**config.mk**
```make
export PLATFORM = sky130hd
export DESIGN_NAME = gray_rx_decoder
export DESIGN_NICKNAME = d
export VERILOG_FILES = /design/src/rtl/gray_rx_decoder.sv
export SDC_FILE = /design/constraint.sdc
export NUM_CORES = 1
export LEC_CHECK = 0
export BUFFER_PORTS_ARGS = -buffer_cell sky130_fd_sc_hd__buf_4
export CELL_PAD_IN_SITES_DETAIL_PLACEMENT = 1
export CELL_PAD_IN_SITES_GLOBAL_PLACEMENT = 1
export CORE_AREA = 2 2 58 60
export DETAILED_ROUTE_END_ITERATION = 16
export DIE_AREA = 0 0 60 62
export GPL_TIMING_DRIVEN = 1
export PLACE_DENSITY = 0.86
export SLEW_MARGIN = 15
export SYNTH_ARGS = -nofsm -noshare
export SYNTH_HDL_FRONTEND = slang
export SYNTH_SLANG_ARGS = --single-unit
export TNS_END_PERCENT = 1
```
**constraint.sdc**
```tcl
create_clock -name clk -period 5.8 [get_ports clk]
set_input_delay 0 -clock clk [delete_from_list [all_inputs] [get_ports clk]]
set_output_delay 0 -clock clk [all_outputs]
set_load 0.01 [all_outputs]
```
**src/rtl/gray_rx_decoder.sv**
```systemverilog
// -----------------------------------------------------------------------------
// gray_rx_decoder
//
// Receives a gray-coded count that may come from another clock domain,
// re-times it through a two-flop synchronizer and decodes it to binary.
// The decode stage registers the new binary value and its step relative to
// the previous value. It also raises a sticky error when the accepted gray
// value differs from the last accepted one in more than one bit.
//
// Ports
//   clk        in   single rising-edge clock
//   reset_n    in   asynchronous active-low reset
//   gray_i     in   [WIDTH] gray-coded count (possibly asynchronous)
//   en_i       in   decode-stage update enable
//   clr_err_i  in   synchronous clear of err_o
//   bin_o      out  [WIDTH] registered binary value of the accepted gray code
//   bin_vld_o  out  one-cycle pulse when bin_o takes a new value
//   step_o     out  [WIDTH] registered (bin_new - bin_old) mod 2^WIDTH
//   err_o      out  sticky flag for a multi-bit gray transition
// -----------------------------------------------------------------------------
module gray_rx_decoder #(
  parameter int WIDTH = 6
) (
  input  logic             clk,
  input  logic             reset_n,
  input  logic [WIDTH-1:0] gray_i,
  input  logic             en_i,
  input  logic             clr_err_i,
  output logic [WIDTH-1:0] bin_o,
  output logic             bin_vld_o,
  output logic [WIDTH-1:0] step_o,
  output logic             err_o
);

  // Gray to binary: each binary bit is the XOR of all gray bits at or above it.
  function automatic logic [WIDTH-1:0] f_gray2bin(input logic [WIDTH-1:0] g);
    logic [WIDTH-1:0] b;
    b            = '0;
    b[WIDTH-1]   = g[WIDTH-1];
    for (int k = WIDTH - 2; k >= 0; k--) begin
      b[k] = b[k+1] ^ g[k];
    end
    return b;
  endfunction

  // True when more than one bit of d is set (clearing the lowest set bit
  // leaves something behind).
  function automatic logic f_multi_bit(input logic [WIDTH-1:0] d);
    logic [WIDTH-1:0] one;
    one = {{(WIDTH-1){1'b0}}, 1'b1};
    return ((d & (d - one)) != '0);
  endfunction

  logic [WIDTH-1:0] r_sync1;
  logic [WIDTH-1:0] r_sync2;
  logic [WIDTH-1:0] r_prev_gray;
  logic [WIDTH-1:0] r_bin;
  logic [WIDTH-1:0] r_step;
  logic             r_bin_vld;
  logic             r_err;

  logic             w_accept;
  logic [WIDTH-1:0] w_bin_new;
  logic [WIDTH-1:0] w_step;
  logic             w_multi;

  // Decode-stage next-value logic; the step is measured against the
  // currently held binary value, so any changes skipped while en_i was low
  // collapse into one step.
  always_comb begin
    w_accept  = 1'b0;
    w_bin_new = f_gray2bin(r_sync2);
    w_step    = w_bin_new - r_bin;
    w_multi   = f_multi_bit(r_sync2 ^ r_prev_gray);
    if (en_i && (r_sync2 != r_prev_gray)) begin
      w_accept = 1'b1;
    end else begin
      w_accept = 1'b0;
    end
  end

  // Two-flop synchronizer, clocked every cycle independent of en_i.
  always_ff @(posedge clk or negedge reset_n) begin
    if (!reset_n) begin
      r_sync1 <= {WIDTH{1'b0}};
      r_sync2 <= {WIDTH{1'b0}};
    end else begin
      r_sync1 <= gray_i;
      r_sync2 <= r_sync1;
    end
  end

  // Decode stage: load a new value only when enabled and the synchronized
  // code differs from the last accepted one; the valid pulse lasts one cycle.
  always_ff @(posedge clk or negedge reset_n) begin
    if (!reset_n) begin
      r_prev_gray <= {WIDTH{1'b0}};
      r_bin       <= {WIDTH{1'b0}};
      r_step      <= {WIDTH{1'b0}};
      r_bin_vld   <= 1'b0;
    end else if (w_accept) begin
      r_prev_gray <= r_sync2;
      r_bin       <= w_bin_new;
      r_step      <= w_step;
      r_bin_vld   <= 1'b1;
    end else begin
      r_bin_vld   <= 1'b0;
    end
  end

  // Sticky error flag; a new error on the same edge as a clear keeps it set.
  always_ff @(posedge clk or negedge reset_n) begin
    if (!reset_n) begin
      r_err <= 1'b0;
    end else if (w_accept && w_multi) begin
      r_err <= 1'b1;
    end else if (clr_err_i) begin
      r_err <= 1'b0;
    end else begin
      r_err <= r_err;
    end
  end

  assign bin_o     = r_bin;
  assign bin_vld_o = r_bin_vld;
  assign step_o    = r_step;
  assign err_o     = r_err;

endmodule

```
---- After elaboration in Yosys (flattened, before gate mapping) ----
Cells that the tools add are included.
storage, ports and cells
  register bits ........................... 32
  bits of input ports ..................... 10
  output and inout port bits .............. 14
  word-level logic and storage cells ...... 25
cells by class
  $add $sub $neg .......................... 2
  equal/unequal tests ..................... 1
  muxes and demuxes ....................... 4
  bitwise logic cells ..................... 7
  reduce and logical (&&, ||, !) cells .... 4
operators by type and width
  operator             count
  $and 6x6->6          1
  $ne 6x6->1           1
  $reduce_bool 6->1    1
  $sub 6x1->6 const B  1
  $sub 6x6->6          1
  $xor 6x6->6          1
  $xor 1x1->1          5
  $mux 1               4
  $logic_and 1x1->1    2
  $reduce_bool 2->1    1

---- Logic depth before layout (Yosys ltp) ----
Gate-level depths: netlist of run 1.
  word-level depth ........................ 6
  depth in mapped cells ................... 11
  depth with buffers taken out ............ 11

---- Worst setup path after synthesis of run 1 ----
OpenSTA, ideal clock, no wires.
  path kind ............................... flip-flop to flip-flop
  start ................................... register r_sync2[5]
  end ..................................... register r_step[4] (netlist: step_o[4])
  setup time .............................. 0.126 ns
  arrival ................................. 2.601 ns
  data required time ...................... 5.674 ns
  setup slack ............................. 3.073 ns
  cell stages (with the launch flop) ...... 12
  path buffers ............................ 0
  clock period less this slack ............ 2.727 ns
  path through ............................ dfrtp_1 -> xnor3_2 -> xor2_2 -> xor2_1 -> xor2_1 -> ha_1 -> inv_1 -> fa_1 -> a21o_1 -> a21oi_1 -> xnor2_1 -> o21ai_0
between the ends
  longest elaborated chain between the ends .. 6
  elaborated cells between the ends (all ways) .. 9
  classes of those cells .................. add/sub (1); eq/ne (1); mux (1); bitwise (5); reduce/logical (1)
ends and longest elaborated chain
  what                       RTL line  RTL
  from (decl)                55        logic [WIDTH-1:0] r_sync2;
  from (signal assigned)     86        r_sync2 <= {WIDTH{1'b0}};
  from (signal assigned)     89        r_sync2 <= r_sync1;
  $xor 1x1->1 (5 in series)  41        b[k] = b[k+1] ^ g[k];
  $sub 6x6->6                73        w_step = w_bin_new - r_bin;
  to (signal assigned)       99        r_step <= {WIDTH{1'b0}};
  to (signal assigned)       104       r_step <= w_step;
  to (decl)                  58        logic [WIDTH-1:0] r_step;
Parallel ways exist; a longest one is shown, timed or not.
A chain may end at the register's enable or synchronous reset.

---- Worst setup path after layout of run 1 ----
Ends and elaborated chain as after synthesis.

==> results.md, run 1 <==
* Die width at about 60 µm
* Initial DRC Count at 37
* CTS tree: yes
* Final-report setup violation count at 0
* CTS max path bufs at 2
* Clock Skew at 0.01228 ns
* Met2 usage at 0.2438
* Ys flop type: dfrtp_1
* Root Driver: clkbuf_4
* Initial antenna violation count at 0
* Vias in the first global route at around 950
* Setup_tns at 0 ns
* Synth warnings at 0
* Pre-CTS setup slack at 2.777 ns
* Fraction of registers with async set/reset at 1.000
* Die height at 62 µm
* Area contributors post-synth: dfrtp_1 (56%), mux2_2 (5.6%), ha_1 (4.5%)
* Register area share after synthesis at 0.5551
* Most used routing layer: met2
* Mapped Cells at 114
* Worst-Skew Late Latency at between 0.3 and 0.4 ns
* Top cell by count, worst path: xor2_1
* Endpoints failing hold at 0
* Crit path kind: reg -> reg
* Clk slew on worst S/H paths at 0.10 ns
* Num Clock Sinks at 31
* Fin nets at 167
* Slew Viols, Final at 0
* DRT Wirelength at 2399 µm
* Slew headroom at 0.5625
* Starting Density at 0.4396
* Top Ports at 24
* Post-Syn Area at approximately 0.0014 mm²
* Antenna fix cells at 0
* Critical Path RT at about 6 ns
* Post CTS Setup Buffer Count at 0
* Wirelength per Cell at about 12 µm
* # resized after CTS at 0
* GR Util met1 at 0.1738
* Fillcell total at around 330
* Routability cong. at between 0.7 and 0.8
* Met3 Track Usage GR at 0.05176
* Non-Filler Instances at just under 200
* Crit path DAT at between 3 and 4 ns
* Critical path fanouts, max at 5
* Hold Slack at 0.1242 ns
* Pin count of the biggest net entering global routing at 32
* DRT antenna net count at 0
* Syn_area_per_cell at roughly 12 µm²
* Slowest Stage Delay on Critical Path at 0.50 ns
* Power per cell area at 365.6 mW/mm²
* GRT overflow at 0
* RSZ-0062 raised after global routing: false
* Area growth syn-to-layout at 28.20%
* Fraction of layout cells with a size suffix above 1 at 0.2829
* FF+latch count, synth at 31
* First-pass GRT wire length at 4043 µm
* Min-Delay Path Class: in -> async
* Post-layout min period at 3.037 ns
* Max Freq at between 300 and 400 MHz
* Residual DRC count at 0
* Final worst slack at 2.763 ns
* Post-synth top area share at 0.5551
* Startpoint types: register
* Post-DR vias/cell at approximately 4.7
* Post-Syn Nets at 130
* Total CTS buffers at 5
* Die area at 0.003720 mm²
* Crit path capture type: register
* Leak at 0.0008481 µW
* Status: completed
* Placed cells at 180
* Tightest Pin Transition at 0.6540 ns
* Via count at 928
* Crit-path cells: xnor3_2 -> xor2_2 -> xor2_1 -> xor2_1 -> ha_1 -> inv_1 -> fa_1 -> a21o_1 -> a21oi_1 -> xnor2_1 -> o21ai_0
* H-tree levels at 2
* Site Rows at 21
* Drt pass-1 iters at 4
* Maximum vdd drop at 0.0001890 V
* Post-synth EDFFs at 0
* Yosys cell types at 30
* Cell taking the most area after synthesis: dfrtp_1
* Max-cap violations at 0
* CP max-delay cell: xnor3_2
* Post-DP HPWL at 1796 µm
* Final Cycle Share at 0.5236
* Core ar. at 0.003179 mm²
* Gr usage total at 0.1522
* Buffers on Ports at 23
path summary, 6_finish.rpt:
check / slack [ns] / startpoint / depth (start not counted) / end
min: 0.12 / reset_n / 2 / r_sync2[3]
max: 2.76 / r_sync2[5] / 11 / step_o[4]
min reg2reg: 0.35 / r_sync1[3] / 0 / r_sync2[3]
max reg2reg: 2.76 / r_sync2[5] / 11 / step_o[4]
max in group asynchronous: 5.39 / reset_n / 2 / bin_o[1]
min in group clk: 0.31 / gray_i[5] / 2 / r_sync1[5]
cells in the final DEF, fill, tap and decap left out, types with 2 or more instances in the layout:
master	Yosys	routed
inv_1	12	12
mux2_2	7	7
nor2_1	3	3
o21ai_0	7	7
o211ai_1	2	2
dlygate4sd3_1	0	10
ha_1	5	5
nand2_1	10	10
xnor2_1	6	6
dfrtp_1	31	31
xor2_1	7	7
buf_4	2	24
clkbuf_4	0	5
a21oi_1	4	4
worst max-delay path: cells and delay by family (launching register included):
family | cells | cell delay [ns]
xor+xnor | 5 | 1.33
flops | 1 | 0.45
buf+inv | 1 | 0.06
compound gates | 3 | 0.46
fa+ha+maj | 2 | 0.61
metal layers:
metal / part of all wire / wire, µm / vias up
met2: 0.51 / 1234 / 18
met1: 0.41 / 976 / 454
li1: - / - / 447
met5: 0 / 0 / -
met3: 0.041 / 98 / 9
met4: 0.037 / 89 / 0
state kept, by name, indices dropped and copies added, names as in the netlist:
register     cells
r_prev_gray      6
r_sync1          6
r_sync2          6
step_o           6
bin_o            5
bin_vld_o        1
err_o            1
report_power, final:
group          switching, µW  total (µW)  internal [µW]
Combinational           99.5         205            106
Sequential              21.3         273            252
Clock                   74.4         176            102
Total                    195         655            460
cell usage after synthesis (all sizes together), types with 2 or more instances:
cell type   n
dfrtp      31
inv        12
nand2      10
o21ai       8
xor2        8
mux2        7
xnor2       6
ha          5
a21oi       4
buf         3
nor2        3
o211ai      2
timing repair:
action | in CTS | in global routing
endpoints found under the hold margin | 42 | 0
setup endpoints to repair | 0 | 0
hold buffers | 10 | 0
cell families after synthesis:
logic type | share of synthesized area
compound gates | 0.1003
xor+xnor | 0.1101
flops | 0.5551
mux | 0.05640
buf+inv | 0.05371
simple gates | 0.05820
fa+ha+maj | 0.06625
metrics by stage:
| step | util | cell area [µm²] | total power [µW] |
|---|---|---|---|
| finish | 0.5636 | 1792 | 655.0 |
| CTS | 0.5636 | 1792 | 667.3 |
| global placement | 0.5049 | 1605 | 468.8 |
| global route | 0.5636 | 1792 | 698.8 |
| floorplan | - | 1398 | 400.9 |
| detailed placement | 0.5049 | 1605 | 481.6 |
cell type report:
cell class	count	area, µm²	area share
Tap cell	46	57.56	0.03212
Sequential cell	31	775.7	0.4330
Clock buffer	6	51.30	0.02863
Inverter	12	45.04	0.02514
Multi-Input combinational cell	67	546.8	0.3052
Clock inverter	2	35.03	0.01955
Timing Repair Buffer	34	280.3	0.1564
No activity file was read; power rests on OpenSTA's default activity.
==> run 2: changes to the inputs <==
- ABC_AREA: not set -> 1
- CORE_AREA: 2 2 58 60 -> 2 2 66 68
- DIE_AREA: 0 0 60 62 -> 0 0 68 70
- PLACE_DENSITY: 0.86 -> 0.78
- clock period: 5.8 -> 2.5 ns (I/O delays scaled with it)
==> results.md, run 2 <==
* Status: completed
* CTS tree: yes
* Initial DRC Count at 33 (-11%)
* Top Ports at 24 (unchanged)
* Fraction of registers with async set/reset at 1.000 (unchanged)
* Startpoint types: register
* Crit. Startpoint: r_sync2[5]
* Core ar. at 0.004144 mm² (+30%)
* Critical path fanouts, max at 4 (-1)
* Area growth syn-to-layout at 28.92%
* Synth warnings at 0 (unchanged)
* Yosys cell types at 27 (-10%)
* Ys flop type: dfrtp_1
* Post-synth EDFFs at 0 (unchanged)
* Antenna fix cells at 0 (unchanged)
* Initial antenna violation count at 0 (unchanged)
* Worst-Skew Late Latency at 0.29 ns (-0.05 ns)
* CTS max path bufs at 2 (unchanged)
* Clock Skew at 0.004147 ns (-0.008128 ns)
* Cell taking the most area after synthesis: dfrtp_1
* Buffers on Ports at 23 (unchanged)
* Syn_area_per_cell at 10.09 µm² (-18%)
* Fraction of layout cells with a size suffix above 1 at 0.3568 (+0.07386)
* Combinational cell fraction of total power at 0.292 (-0.021)
* Gr usage total at 0.1573 (+0.005091)
* Starting Density at 0.3602 (-0.07939)
* H-tree levels at 2 (unchanged)
* Endpoints failing hold at 0 (unchanged)
* Commonest non-fill, non-tap cell in the layout: nand2_1
* Post-synth top area share at 0.5197 (-0.03536)
* Final Cycle Share at 0.9230 (+0.3994)
* Net Switching at 460.7 µW (+140%)
* Post-Syn Area at 0.001493 mm² (+6.8%)
* Wirelength per Cell at 13.83 µm (+14%)
* Vias in the first global route at 1213 (+28%)
* Final worst slack at 0.1926 ns (-2.570 ns)
* Placed cells at 220 (+22%)
* Routability cong. at 0.8496 (+8.8%)
* DRT antenna net count at 0 (unchanged)
* Register area share after synthesis at 0.5197 (-0.03536)
* First-pass GRT wire length at 5595 µm (+38%)
* Share of power burned in registers at 0.434 (+0.016)
* Max-cap violations at 0 (unchanged)
* DRT Wirelength at 3277 µm (+37%)
* Fin nets at 200 (+20%)
* Crit path DAT at 2.47 ns (-0.76 ns)
* Post-layout min period at 2.307 ns (-0.7295 ns)
* Min-Delay Path Class: in -> async
* Num Clock Sinks at 31 (unchanged)
* Slew Viols, Final at 0 (unchanged)
* Area contributors post-synth: dfrtp_1 (52%), nand2_1 (9.6%), o21ai_2 (5.3%)
* Post-Syn Nets at 164 (+26%)
* Tightest Pin Transition at 0.4021 ns (-0.2519 ns)
* Power per cell area at 736.1 mW/mm² (+100%)
* Drt pass-1 iters at 4 (unchanged)
* Clock Power Share at 0.274 (+0.005)
* Pre-CTS setup slack at 0.06255 ns (-2.714 ns)
* Internal cell power at 955.8 µW (+110%)
* Crit path capture type: register
* GRT overflow at 0 (unchanged)
* Mapped Cells at 148 (+30%)
* Max Freq at 433.4 MHz (+32%)
* Slew headroom at 0.7319 (+0.1694)
* Die height at 70 µm (+13%)
* Post-DR vias/cell at 4.637 (-1.1%)
* Via count at 1099 (+18%)
* Clk slew on worst S/H paths at 0.07 ns (-0.03 ns)
* Post-DP HPWL at 2319 µm (+29%)
* Root Driver: clkbuf_8
* Crit path kind: reg -> reg
* Sw frac at 0.3252 (+0.02720)
* Maximum vdd drop at 0.0004150 V (+120%)
* Reg2reg start: r_sync2[5]
* Most instantiated cells after synthesis: nand2_1 (38), dfrtp_1 (31), inv_1 (13), nand3_1 (11), o21ai_2 (9)
* Residual DRC count at 0 (unchanged)
* Critical Path RT at 2.66 ns (-3.34 ns)
* Most numerous cell in the Yosys netlist: nand2_1
* Die area at 0.004760 mm² (+28%)
* FF+latch count, synth at 31 (unchanged)
* Most frequent cells in the layout: nand2_1 (35), dfrtp_1 (30), buf_4 (24)
* Final-report setup violation count at 0 (unchanged)
* End-of-flow core utilization at 0.4644 (-0.09919)
* Die width at 68 µm (+13%)
* Total CTS buffers at 5 (unchanged)
* Site Rows at 24 (+14%)
* Non-Filler Instances at 237 (+20%)
* Pin count of the biggest net entering global routing at 32 (unchanged)
* Leak at 0.0009556 µW (+13%)
run 2: metal layers:
layer | up-vias | GRT usage | routed length (µm)
met3 | 5 | 0.04348 | 117
met4 | 0 | 0.05333 | 47
met5 | - | 0 | 0
met1 | 532 | 0.1962 | 1387
li1 | 544 | - | -
met2 | 18 | 0.2578 | 1724
run 2: critical path: stages (launching register included):
cell and delay, ns:
dfrtp_2 0.44, nand2_1 0.15, nand3_4 0.13, nand2_2 0.08, nand2_2 0.07, nand3_2 0.08, nand2_2 0.09, nand2_1 0.07
nand2_1 0.06, ha_1 0.14, inv_1 0.08, fa_2 0.35, nand3_1 0.08, nand2_1 0.09, xnor2_2 0.20, o21ai_2 0.09
run 2: area by class of cell:
cell class | count | area [µm²]
fill | 482 | 2220
sequential | 31 | 777.0
tap | 52 | 65.06
clock buffer | 5 | 68.82
timing repair buffer | 32 | 260.3
inverter | 16 | 65.06
multi-input combinational | 98 | 668.1
clock inverter | 3 | 20.02
run 2: power by group through the flow:
stage	combinational, µW	sequential [µW]	clock (µW)
after detailed placement	392	623	0
after global placement	374	618	0
final	413	615	388
after global routing	459	622	435
after floorplan	226	638	0
after CTS	415	614	401
run 2: kinds of logic (layout without fill, tap and decap cells):
group           count (synthesis)  after routing  synth area share
compound gates                 20             20           0.09221
xor+xnor                       10             10           0.06370
flops                          31             31            0.5197
fa+ha+maj                       6              6           0.05532
simple gates                   62             62            0.2045
buf+inv                        19             56           0.06455
run 2: worst paths after layout:
check | end | slack (ns) | depth (start not counted)
setup / recovery | step_o[4] | 0.19 | 15
hold / removal | step_o[1] | 0.19 | 2
setup reg to reg | step_o[4] | 0.19 | 15
hold reg to reg | r_sync2[5] | 0.35 | 0
max in group asynchronous | r_sync2[5] | 2.00 | 2
min in group clk | r_prev_gray[0] | 0.21 | 3
run 2: timing repair:
action                     in CTS  in global routing
hold buffers                    8                  0
buffers inserted                0                  1
resized for setup               1                 12
setup endpoints to repair       1                  2
hold endpoints to repair       38                  0
pin swaps                       0                  3
run 2: stage by stage:
stage / hold WS (ns) / power [µW] / setup TNS (ns) / cell area (µm²)
detailed placement: -0.03921 / 1015 / 0 / 1697
CTS: 0.2044 / 1430 / 0 / 1873
finish: 0.1908 / 1417 / 0 / 1924
global route: 0.2163 / 1516 / -0.01384 / 1924
floorplan: -0.2956 / 864.1 / 0 / 1493
global placement: -0.04742 / 991.7 / 0 / 1697
